File: src/rtl/hazard_pkg.sv
// Shared types and parameter defaults for the pipeline hazard unit.
package hazard_pkg;
    localparam int REG_W_DEF      = 5;
    localparam int CTRL_W_DEF     = 8;
    localparam int LOAD_STALL_DEF = 1;
    localparam int CNT_W_DEF      = 16;

    typedef enum logic [1:0] {
        FWD_RF  = 2'b00,
        FWD_WB  = 2'b01,
        FWD_MEM = 2'b10
    } fwd_sel_e;

    typedef enum logic {
        IDLE   = 1'b0,
        LSTALL = 1'b1
    } hz_state_e;
endpackage

File: src/rtl/hazard_unit_if.sv
// Pipeline-side signal bundle of the hazard unit; master drives pipeline state, slave is the unit.
interface hazard_unit_if #(
    parameter int REG_W  = hazard_pkg::REG_W_DEF,
    parameter int CTRL_W = hazard_pkg::CTRL_W_DEF,
    parameter int CNT_W  = hazard_pkg::CNT_W_DEF
);
    logic [REG_W-1:0]  rs1_id, rs2_id;
    logic              rs1_used_id, rs2_used_id;
    logic [REG_W-1:0]  rs1_ex, rs2_ex, rd_ex;
    logic              memread_ex, regwrite_ex, branch_taken_ex;
    logic [REG_W-1:0]  rd_mem, rd_wb;
    logic              regwrite_mem, regwrite_wb, ext_stall;
    logic [CTRL_W-1:0] ctrl_id_in, ctrl_id_out;
    logic              stall_if, stall_id, stall_ex, flush_id, flush_ex;
    logic [1:0]        fwd_a, fwd_b;
    logic [CNT_W-1:0]  stall_cnt;

    modport master (
        output rs1_id, rs2_id, rs1_used_id, rs2_used_id,
        output rs1_ex, rs2_ex, rd_ex, memread_ex, regwrite_ex, branch_taken_ex,
        output rd_mem, rd_wb, regwrite_mem, regwrite_wb, ext_stall, ctrl_id_in,
        input  ctrl_id_out, stall_if, stall_id, stall_ex, flush_id, flush_ex,
        input  fwd_a, fwd_b, stall_cnt
    );

    modport slave (
        input  rs1_id, rs2_id, rs1_used_id, rs2_used_id,
        input  rs1_ex, rs2_ex, rd_ex, memread_ex, regwrite_ex, branch_taken_ex,
        input  rd_mem, rd_wb, regwrite_mem, regwrite_wb, ext_stall, ctrl_id_in,
        output ctrl_id_out, stall_if, stall_id, stall_ex, flush_id, flush_ex,
        output fwd_a, fwd_b, stall_cnt
    );
endinterface

File: src/rtl/hazard_fwd_sel.sv
// EX operand bypass select; the youngest producer (MEM) wins over WB, x0 is never forwarded.
module hazard_fwd_sel
    import hazard_pkg::*;
#(
    parameter int REG_W = REG_W_DEF
) (
    input  logic [REG_W-1:0] rs,
    input  logic [REG_W-1:0] rd_mem,
    input  logic [REG_W-1:0] rd_wb,
    input  logic             regwrite_mem,
    input  logic             regwrite_wb,
    output fwd_sel_e         sel
);
    always_comb begin
        sel = FWD_RF;
        if (regwrite_mem && (rd_mem != '0) && (rd_mem == rs))
            sel = FWD_MEM;
        else if (regwrite_wb && (rd_wb != '0) && (rd_wb == rs))
            sel = FWD_WB;
    end
endmodule

File: src/rtl/hazard_unit.sv
// Load-use stall, branch flush and operand forwarding control for a 5-stage pipeline.
// state  | meaning
// IDLE   | no load stall pending beyond the current cycle
// LSTALL | holding IF/ID and bubbling EX until rem reaches 1
module hazard_unit
    import hazard_pkg::*;
#(
    parameter int REG_W      = REG_W_DEF,
    parameter int CTRL_W     = CTRL_W_DEF,
    parameter int LOAD_STALL = LOAD_STALL_DEF,
    parameter int CNT_W      = CNT_W_DEF
) (
    input  logic         clk,
    input  logic         rst_n,
    hazard_unit_if.slave hz
);
    hz_state_e        state, state_nxt;
    logic [1:0]       rem, rem_nxt;
    logic [CNT_W-1:0] cnt_q;
    logic             hit, load_stall;
    fwd_sel_e         sel_a, sel_b;

    assign hit = hz.memread_ex && hz.regwrite_ex && (hz.rd_ex != '0) &&
                 ((hz.rs1_used_id && (hz.rs1_id == hz.rd_ex)) ||
                  (hz.rs2_used_id && (hz.rs2_id == hz.rd_ex)));

    always_ff @(posedge clk or negedge rst_n) begin
        if (!rst_n) begin
            state <= IDLE;
            rem   <= 2'd0;
            cnt_q <= '0;
        end else begin
            state <= state_nxt;
            rem   <= rem_nxt;
            if (load_stall && (cnt_q != '1))
                cnt_q <= cnt_q + 1'b1;
        end
    end

    // ext_stall freezes everything; a taken branch kills the wrong-path load stall.
    always_comb begin
        state_nxt = state;
        rem_nxt   = rem;
        if (hz.ext_stall) begin
            state_nxt = state;
            rem_nxt   = rem;
        end else if (hz.branch_taken_ex) begin
            state_nxt = IDLE;
            rem_nxt   = 2'd0;
        end else if (state == LSTALL) begin
            if (rem == 2'd1) begin
                state_nxt = IDLE;
                rem_nxt   = 2'd0;
            end else begin
                rem_nxt = rem - 2'd1;
            end
        end else if (hit && (LOAD_STALL > 1)) begin
            state_nxt = LSTALL;
            rem_nxt   = 2'(LOAD_STALL - 1);
        end
    end

    always_comb begin
        hz.stall_if = 1'b0;
        hz.stall_id = 1'b0;
        hz.stall_ex = 1'b0;
        hz.flush_id = 1'b0;
        hz.flush_ex = 1'b0;
        load_stall  = 1'b0;
        if (!rst_n) begin
            load_stall = 1'b0;
        end else if (hz.ext_stall) begin
            hz.stall_if = 1'b1;
            hz.stall_id = 1'b1;
            hz.stall_ex = 1'b1;
        end else if (hz.branch_taken_ex) begin
            hz.flush_id = 1'b1;
            hz.flush_ex = 1'b1;
        end else if ((state == LSTALL) || hit) begin
            hz.stall_if = 1'b1;
            hz.stall_id = 1'b1;
            hz.flush_ex = 1'b1;
            load_stall  = 1'b1;
        end
    end

    assign hz.ctrl_id_out = (!rst_n || hz.flush_ex) ? {CTRL_W{1'b0}} : hz.ctrl_id_in;
    assign hz.stall_cnt   = cnt_q;
    assign hz.fwd_a       = rst_n ? sel_a : FWD_RF;
    assign hz.fwd_b       = rst_n ? sel_b : FWD_RF;

    hazard_fwd_sel #(.REG_W(REG_W)) u_fwd_a (
        .rs           (hz.rs1_ex),
        .rd_mem       (hz.rd_mem),
        .rd_wb        (hz.rd_wb),
        .regwrite_mem (hz.regwrite_mem),
        .regwrite_wb  (hz.regwrite_wb),
        .sel          (sel_a)
    );

    hazard_fwd_sel #(.REG_W(REG_W)) u_fwd_b (
        .rs           (hz.rs2_ex),
        .rd_mem       (hz.rd_mem),
        .rd_wb        (hz.rd_wb),
        .regwrite_mem (hz.regwrite_mem),
        .regwrite_wb  (hz.regwrite_wb),
        .sel          (sel_b)
    );
endmodule
File: src/flat_wrapper.sv
// flat-port wrapper written by rule: the top's interface ports become plain ports
module hazard_unit_flat import hazard_pkg::*;
#(
    parameter int REG_W      = REG_W_DEF,
    parameter int CTRL_W     = CTRL_W_DEF,
    parameter int LOAD_STALL = LOAD_STALL_DEF,
    parameter int CNT_W      = CNT_W_DEF
)
  (clk, rst_n, hz_rs1_id, hz_rs2_id, hz_rs1_used_id, hz_rs2_used_id, hz_rs1_ex, hz_rs2_ex, hz_rd_ex, hz_memread_ex, hz_regwrite_ex, hz_branch_taken_ex, hz_rd_mem, hz_rd_wb, hz_regwrite_mem, hz_regwrite_wb, hz_ext_stall, hz_ctrl_id_in, hz_ctrl_id_out, hz_stall_if, hz_stall_id, hz_stall_ex, hz_flush_id, hz_flush_ex, hz_fwd_a, hz_fwd_b, hz_stall_cnt);
  hazard_unit_if #(.REG_W(REG_W), .CTRL_W(CTRL_W), .CNT_W(CNT_W)) hz_i ();
  input  logic clk;
  input  logic rst_n;
  input wire logic [$bits(hz_i.rs1_id)-1:0] hz_rs1_id;
  input wire logic [$bits(hz_i.rs2_id)-1:0] hz_rs2_id;
  input wire logic [$bits(hz_i.rs1_used_id)-1:0] hz_rs1_used_id;
  input wire logic [$bits(hz_i.rs2_used_id)-1:0] hz_rs2_used_id;
  input wire logic [$bits(hz_i.rs1_ex)-1:0] hz_rs1_ex;
  input wire logic [$bits(hz_i.rs2_ex)-1:0] hz_rs2_ex;
  input wire logic [$bits(hz_i.rd_ex)-1:0] hz_rd_ex;
  input wire logic [$bits(hz_i.memread_ex)-1:0] hz_memread_ex;
  input wire logic [$bits(hz_i.regwrite_ex)-1:0] hz_regwrite_ex;
  input wire logic [$bits(hz_i.branch_taken_ex)-1:0] hz_branch_taken_ex;
  input wire logic [$bits(hz_i.rd_mem)-1:0] hz_rd_mem;
  input wire logic [$bits(hz_i.rd_wb)-1:0] hz_rd_wb;
  input wire logic [$bits(hz_i.regwrite_mem)-1:0] hz_regwrite_mem;
  input wire logic [$bits(hz_i.regwrite_wb)-1:0] hz_regwrite_wb;
  input wire logic [$bits(hz_i.ext_stall)-1:0] hz_ext_stall;
  input wire logic [$bits(hz_i.ctrl_id_in)-1:0] hz_ctrl_id_in;
  output wire logic [$bits(hz_i.ctrl_id_out)-1:0] hz_ctrl_id_out;
  output wire logic [$bits(hz_i.stall_if)-1:0] hz_stall_if;
  output wire logic [$bits(hz_i.stall_id)-1:0] hz_stall_id;
  output wire logic [$bits(hz_i.stall_ex)-1:0] hz_stall_ex;
  output wire logic [$bits(hz_i.flush_id)-1:0] hz_flush_id;
  output wire logic [$bits(hz_i.flush_ex)-1:0] hz_flush_ex;
  output wire logic [$bits(hz_i.fwd_a)-1:0] hz_fwd_a;
  output wire logic [$bits(hz_i.fwd_b)-1:0] hz_fwd_b;
  output wire logic [$bits(hz_i.stall_cnt)-1:0] hz_stall_cnt;
  assign hz_i.rs1_id = hz_rs1_id;
  assign hz_i.rs2_id = hz_rs2_id;
  assign hz_i.rs1_used_id = hz_rs1_used_id;
  assign hz_i.rs2_used_id = hz_rs2_used_id;
  assign hz_i.rs1_ex = hz_rs1_ex;
  assign hz_i.rs2_ex = hz_rs2_ex;
  assign hz_i.rd_ex = hz_rd_ex;
  assign hz_i.memread_ex = hz_memread_ex;
  assign hz_i.regwrite_ex = hz_regwrite_ex;
  assign hz_i.branch_taken_ex = hz_branch_taken_ex;
  assign hz_i.rd_mem = hz_rd_mem;
  assign hz_i.rd_wb = hz_rd_wb;
  assign hz_i.regwrite_mem = hz_regwrite_mem;
  assign hz_i.regwrite_wb = hz_regwrite_wb;
  assign hz_i.ext_stall = hz_ext_stall;
  assign hz_i.ctrl_id_in = hz_ctrl_id_in;
  assign hz_ctrl_id_out = hz_i.ctrl_id_out;
  assign hz_stall_if = hz_i.stall_if;
  assign hz_stall_id = hz_i.stall_id;
  assign hz_stall_ex = hz_i.stall_ex;
  assign hz_flush_id = hz_i.flush_id;
  assign hz_flush_ex = hz_i.flush_ex;
  assign hz_fwd_a = hz_i.fwd_a;
  assign hz_fwd_b = hz_i.fwd_b;
  assign hz_stall_cnt = hz_i.stall_cnt;
  hazard_unit #(.REG_W(REG_W), .CTRL_W(CTRL_W), .LOAD_STALL(LOAD_STALL), .CNT_W(CNT_W)) u_core (.clk(clk), .rst_n(rst_n), .hz(hz_i));
endmodule
File: config.mk
export PLATFORM = sky130hd
export DESIGN_NAME = hazard_unit_flat
export DESIGN_NICKNAME = d
export VERILOG_FILES = /design/src/rtl/hazard_pkg.sv /design/src/rtl/hazard_unit_if.sv /design/src/rtl/hazard_fwd_sel.sv /design/src/rtl/hazard_unit.sv /design/src/flat_wrapper.sv
export SDC_FILE = /design/constraint.sdc
export NUM_CORES = 1
export LEC_CHECK = 0
export ABC_AREA = 1
export CAP_MARGIN = 20
export CORE_ASPECT_RATIO = 0.6
export CORE_MARGIN = 4
export CORE_UTILIZATION = 44
export DETAILED_ROUTE_END_ITERATION = 10
export PLACE_DENSITY = 0.86
export SYNTH_ARGS = -nofsm -noshare
export SYNTH_HDL_FRONTEND = slang
export SYNTH_SLANG_ARGS = --single-unit
File: constraint.sdc
create_clock -name clk -period 4.5 [get_ports clk]
set_clock_uncertainty 0.2 [all_clocks]
set_input_delay 1.125 -clock clk [delete_from_list [all_inputs] [get_ports clk]]
set_output_delay 1.125 -clock clk [all_outputs]
set_load 0.005 [all_outputs]
==> summary.json <==
{
  "core-area_sq_um": 3790,
  "ys.flop_type": "sky130_fd_sc_hd__dfrtp_1",
  "timing.hold.worst_path_depth": 1,
  "cts_max_path_buffers": 2,
  "grt_antenna_before_repair": 0,
  "drtPass1Iterations": 5,
  "synth_enable_flop_cells": 0,
  "combinational_family_with_the_most_area_after_synthesis": "simple AND/OR/NAND/NOR gates",
  "area_share_of_the_largest_cell_type_after_synthesis_pct": 26.6,
  "detail_route.drc_violations": 0,
  "cts_made_buffers": 3,
  "fp.dieArea_sq_um": 5170,
  "ys_types": 31,
  "antenna_diode_count": 0,
  "floorplan.die.height_um": 57.3,
  "preCtsSetupSlack_ps": -35.7,
  "clock_latency_ps": 260,
  "reg2reg_setup_slack_ps": 2080,
  "share_of_the_synthesized_area_in_compound_gates_ao_oa_aoi_oai_pct": 5.82,
  "layout.core_utilization_pct": 73.2,
  "worstSetupStartpointType": "primary input",
  "rsz0062_at_grt": "no",
  "worst-setup-path-type": "primary input to primary output",
  "drive_above_1_share_pct": 7.75,
  "total_leakage_power_nw": 1.35,
  "nets": 430,
  "fin_cells": 421,
  "place_inst": 417,
  "place.detailed.hpwl_um": 4730,
  "count_of_buffers_from_port_buffering": 85,
  "remaining_antenna_violation_count_after_routing": 0,
  "grt_use_total_pct": 21.6,
  "clk_pin_slew_worst_paths_ps": 80,
  "hold_path.startpoint": "u_core.rem[0]",
  "syn_area_per_cell_sq_um": 6.29,
  "post_cts_buffers": 0,
  "cts.hold.buffers_added": 0,
  "max_clock_freq_mhz": 230,
  "rr_startpoint": "u_core.hz.stall_cnt[0]",
  "final_design_area_no_fill_sq_um": 2770,
  "netlist.top_cell.by_area": "sky130_fd_sc_hd__dfrtp_1",
  "cap_viol_max_count": 0,
  "placed_area_sq_um": 2710,
  "layout_min_cycle_time_ps": 4340,
  "grt_start_max_net_pins": 23,
  "final_routed_wirelength_across_all_metal_layers_um": 5750,
  "initial_core_util_pct": 47.2,
  "irDropWorstVdd_mv": 0.134,
  "holdPathEnd": "u_core.rem[0]",
  "dr_wl_met2_um": 2690,
  "min_path_type": "flop to flop",
  "yosys-mux-area-fraction_pct": 0,
  "timing_hold_violations_final": 0,
  "synth_async_sr_flop_share_pct": 100,
  "first_iter_violations": 138,
  "status": "completed",
  "core.rowCount": 17,
  "fin_worst_hold_slack_ps": 332,
  "die_x_um": 90.2,
  "route.detailed.wl_per_inst_um": 13.7,
  "synth.cells.most_frequent": "sky130_fd_sc_hd__nand2_1 (86), sky130_fd_sc_hd__nor2_1 (40), sky130_fd_sc_hd__inv_1 (39), sky130_fd_sc_hd__nand4_1 (25), sky130_fd_sc_hd__dfrtp_1 (19)",
  "clock_sink_count": 19,
  "postSynthRegisterBits": 19,
  "report.final.setup_viol": 0,
  "timing.critical_path.required_ps": 3170,
  "area_growth_syn_to_layout_pct": 55.2,
  "tritoncts": "done",
  "timing_max_transition_violations_final": 0,
  "post_synthesis_share_of_cell_area_spent_on_full_adders_half_adders_and_majority_gates_pct": 1.40,
  "synth.yosys.warnings": 0,
  "r2r-end": "u_core.hz.stall_cnt[10]",
  "routed_via_density": 5.07,
  "critPathMaxFanout": 3,
  "synth_most_common_cell": "sky130_fd_sc_hd__nand2_1",
  "wl_met1_um": 2610,
  "synth_simple_gate_area_share_pct": 42.9,
  "post_synth_xor_area_fraction_pct": 11.3,
  "finalWeightedCongestion": 0.874,
  "fin_total_pwr_mw": 0.450,
  "yosysSeqAreaShare_pct": 26.6,
  "worst-slew-pin-transition_ps": 552,
  "timing.final.crit_share_pct": 96.5,
  "cts_max_level": 1,
  "synth_top_cells_by_area": "sky130_fd_sc_hd__dfrtp_1 (27%), sky130_fd_sc_hd__nand2_1 (18%), sky130_fd_sc_hd__nand4_1 (8.8%)",
  "met3WireLength_um": 395,
  "setup_tns_ps": 0,
  "synth_fp_nets": 339,
  "detailroute.via_count": 2136,
  "post_synth_inst_count": 284,
  "grt_pass1_wl_um": 9270,
  "grt_pass1_vias": 1948,
  "io-pin-count": 86,
  "mappedNetlistArea_sq_um": 1790,
  "fin_ws_ps": 157,
  "critPathCaptureType": "primary output",
  "clockRootBuffer": "sky130_fd_sc_hd__clkbuf_8",
  "global_route.overflow_total": 0,
  "route.top_layer_used": "met4",
  "worstPathArrival_ps": 3020,
  "relSlewSlack_pct": 63.1,
  "cell_pwr_density_nw_per_um2": 162,
  "timing.reg2reg.worst_path_depth": 7
}
## layout by cell type (no fill, tap or decap), drive strengths merged, types with 2 or more instances in the layout
| master | netlist | layout |
|---|---|---|
| nand2 | 89 | 89 |
| clkdlybuf4s50 | 0 | 83 |
| inv | 46 | 46 |
| nor2 | 41 | 41 |
| nand4 | 26 | 26 |
| dfrtp | 19 | 19 |
| xor2 | 15 | 15 |
| nand3 | 10 | 10 |
| xnor2 | 8 | 8 |
| buf | 6 | 7 |
| a21oi | 4 | 4 |
| o21ai | 4 | 4 |
| nor3 | 4 | 4 |
| clkbuf | 0 | 3 |
| nor4 | 2 | 2 |
| o22ai | 2 | 2 |
| ha | 2 | 2 |
| dlymetal6s2s | 0 | 2 |
## critical path, cell delays in order
cell and delay (ps):
sky130_fd_sc_hd__clkdlybuf4s50_1 500, sky130_fd_sc_hd__inv_1 90, sky130_fd_sc_hd__nand2_1 70, sky130_fd_sc_hd__nand2_1 60, sky130_fd_sc_hd__nor2_2 110, sky130_fd_sc_hd__nand3_1 100
sky130_fd_sc_hd__nand2_2 100, sky130_fd_sc_hd__nand2_4 70, sky130_fd_sc_hd__a21oi_4 130, sky130_fd_sc_hd__nand2_1 70, sky130_fd_sc_hd__nand2_1 90, sky130_fd_sc_hd__clkdlybuf4s50_1 500
## layer usage
layer,track usage [%],up-vias
li1,-,1090
met1,30.2,961
met2,36.0,79
met3,4.22,6
met4,2.83,0
met5,0,-
## worst max-delay path by stage
stage	startpoint	slack, ps	endpoint
after floorplan	hz_rd_ex[2]	1050	hz_stall_if
after global placement	hz_rd_ex[1]	40	hz_ctrl_id_out[4]
after detailed placement	hz_rd_ex[1]	-40	hz_ctrl_id_out[0]
after CTS	hz_rd_ex[1]	70	hz_ctrl_id_out[5]
after global routing	hz_rd_mem[2]	30	hz_fwd_a[1]
final	hz_rd_ex[2]	160	hz_stall_id
## logic make-up (layout without fill, tap and decap cells)
logic type                 after synthesis  after routing
xor gates and xnor gates                23             23
buffers and inverters                   52            142
adders and majority gates                2              2
DFF                                     19             19
AOI/OAI and AO/OA                       15             15
and+or+nand+nor                        173            173
## power by group
group	switching, mW	internal (mW)
registers	0.00491	0.177
clock network	0.0600	0.0616
logic	0.0640	0.0833
## repair_timing
| item | in CTS | in global routing |
|---|---|---|
| resized for setup | 1 | 5 |
| setup endpoints to repair | 8 | 10 |
| gates cloned | 0 | 0 |
| hold endpoints to repair | 0 | 0 |
## state kept, by name, summed over array words and instances, names as in the netlist
signal / flops
u_core.rem: 2
u_core.hz.stall_cnt: 16
u_core.state: 1
## cell type report
class                      count  area (sq um)
fill                         314          1010
inverter                      46           173
sequential                    19           475
multi-input combinational    213          1110
timing repair buffer          92           908
clock inverter                 1          5.00
clock buffer                   3          41.3
tap                           47          58.8
Power figures use the tool's default switching activity.
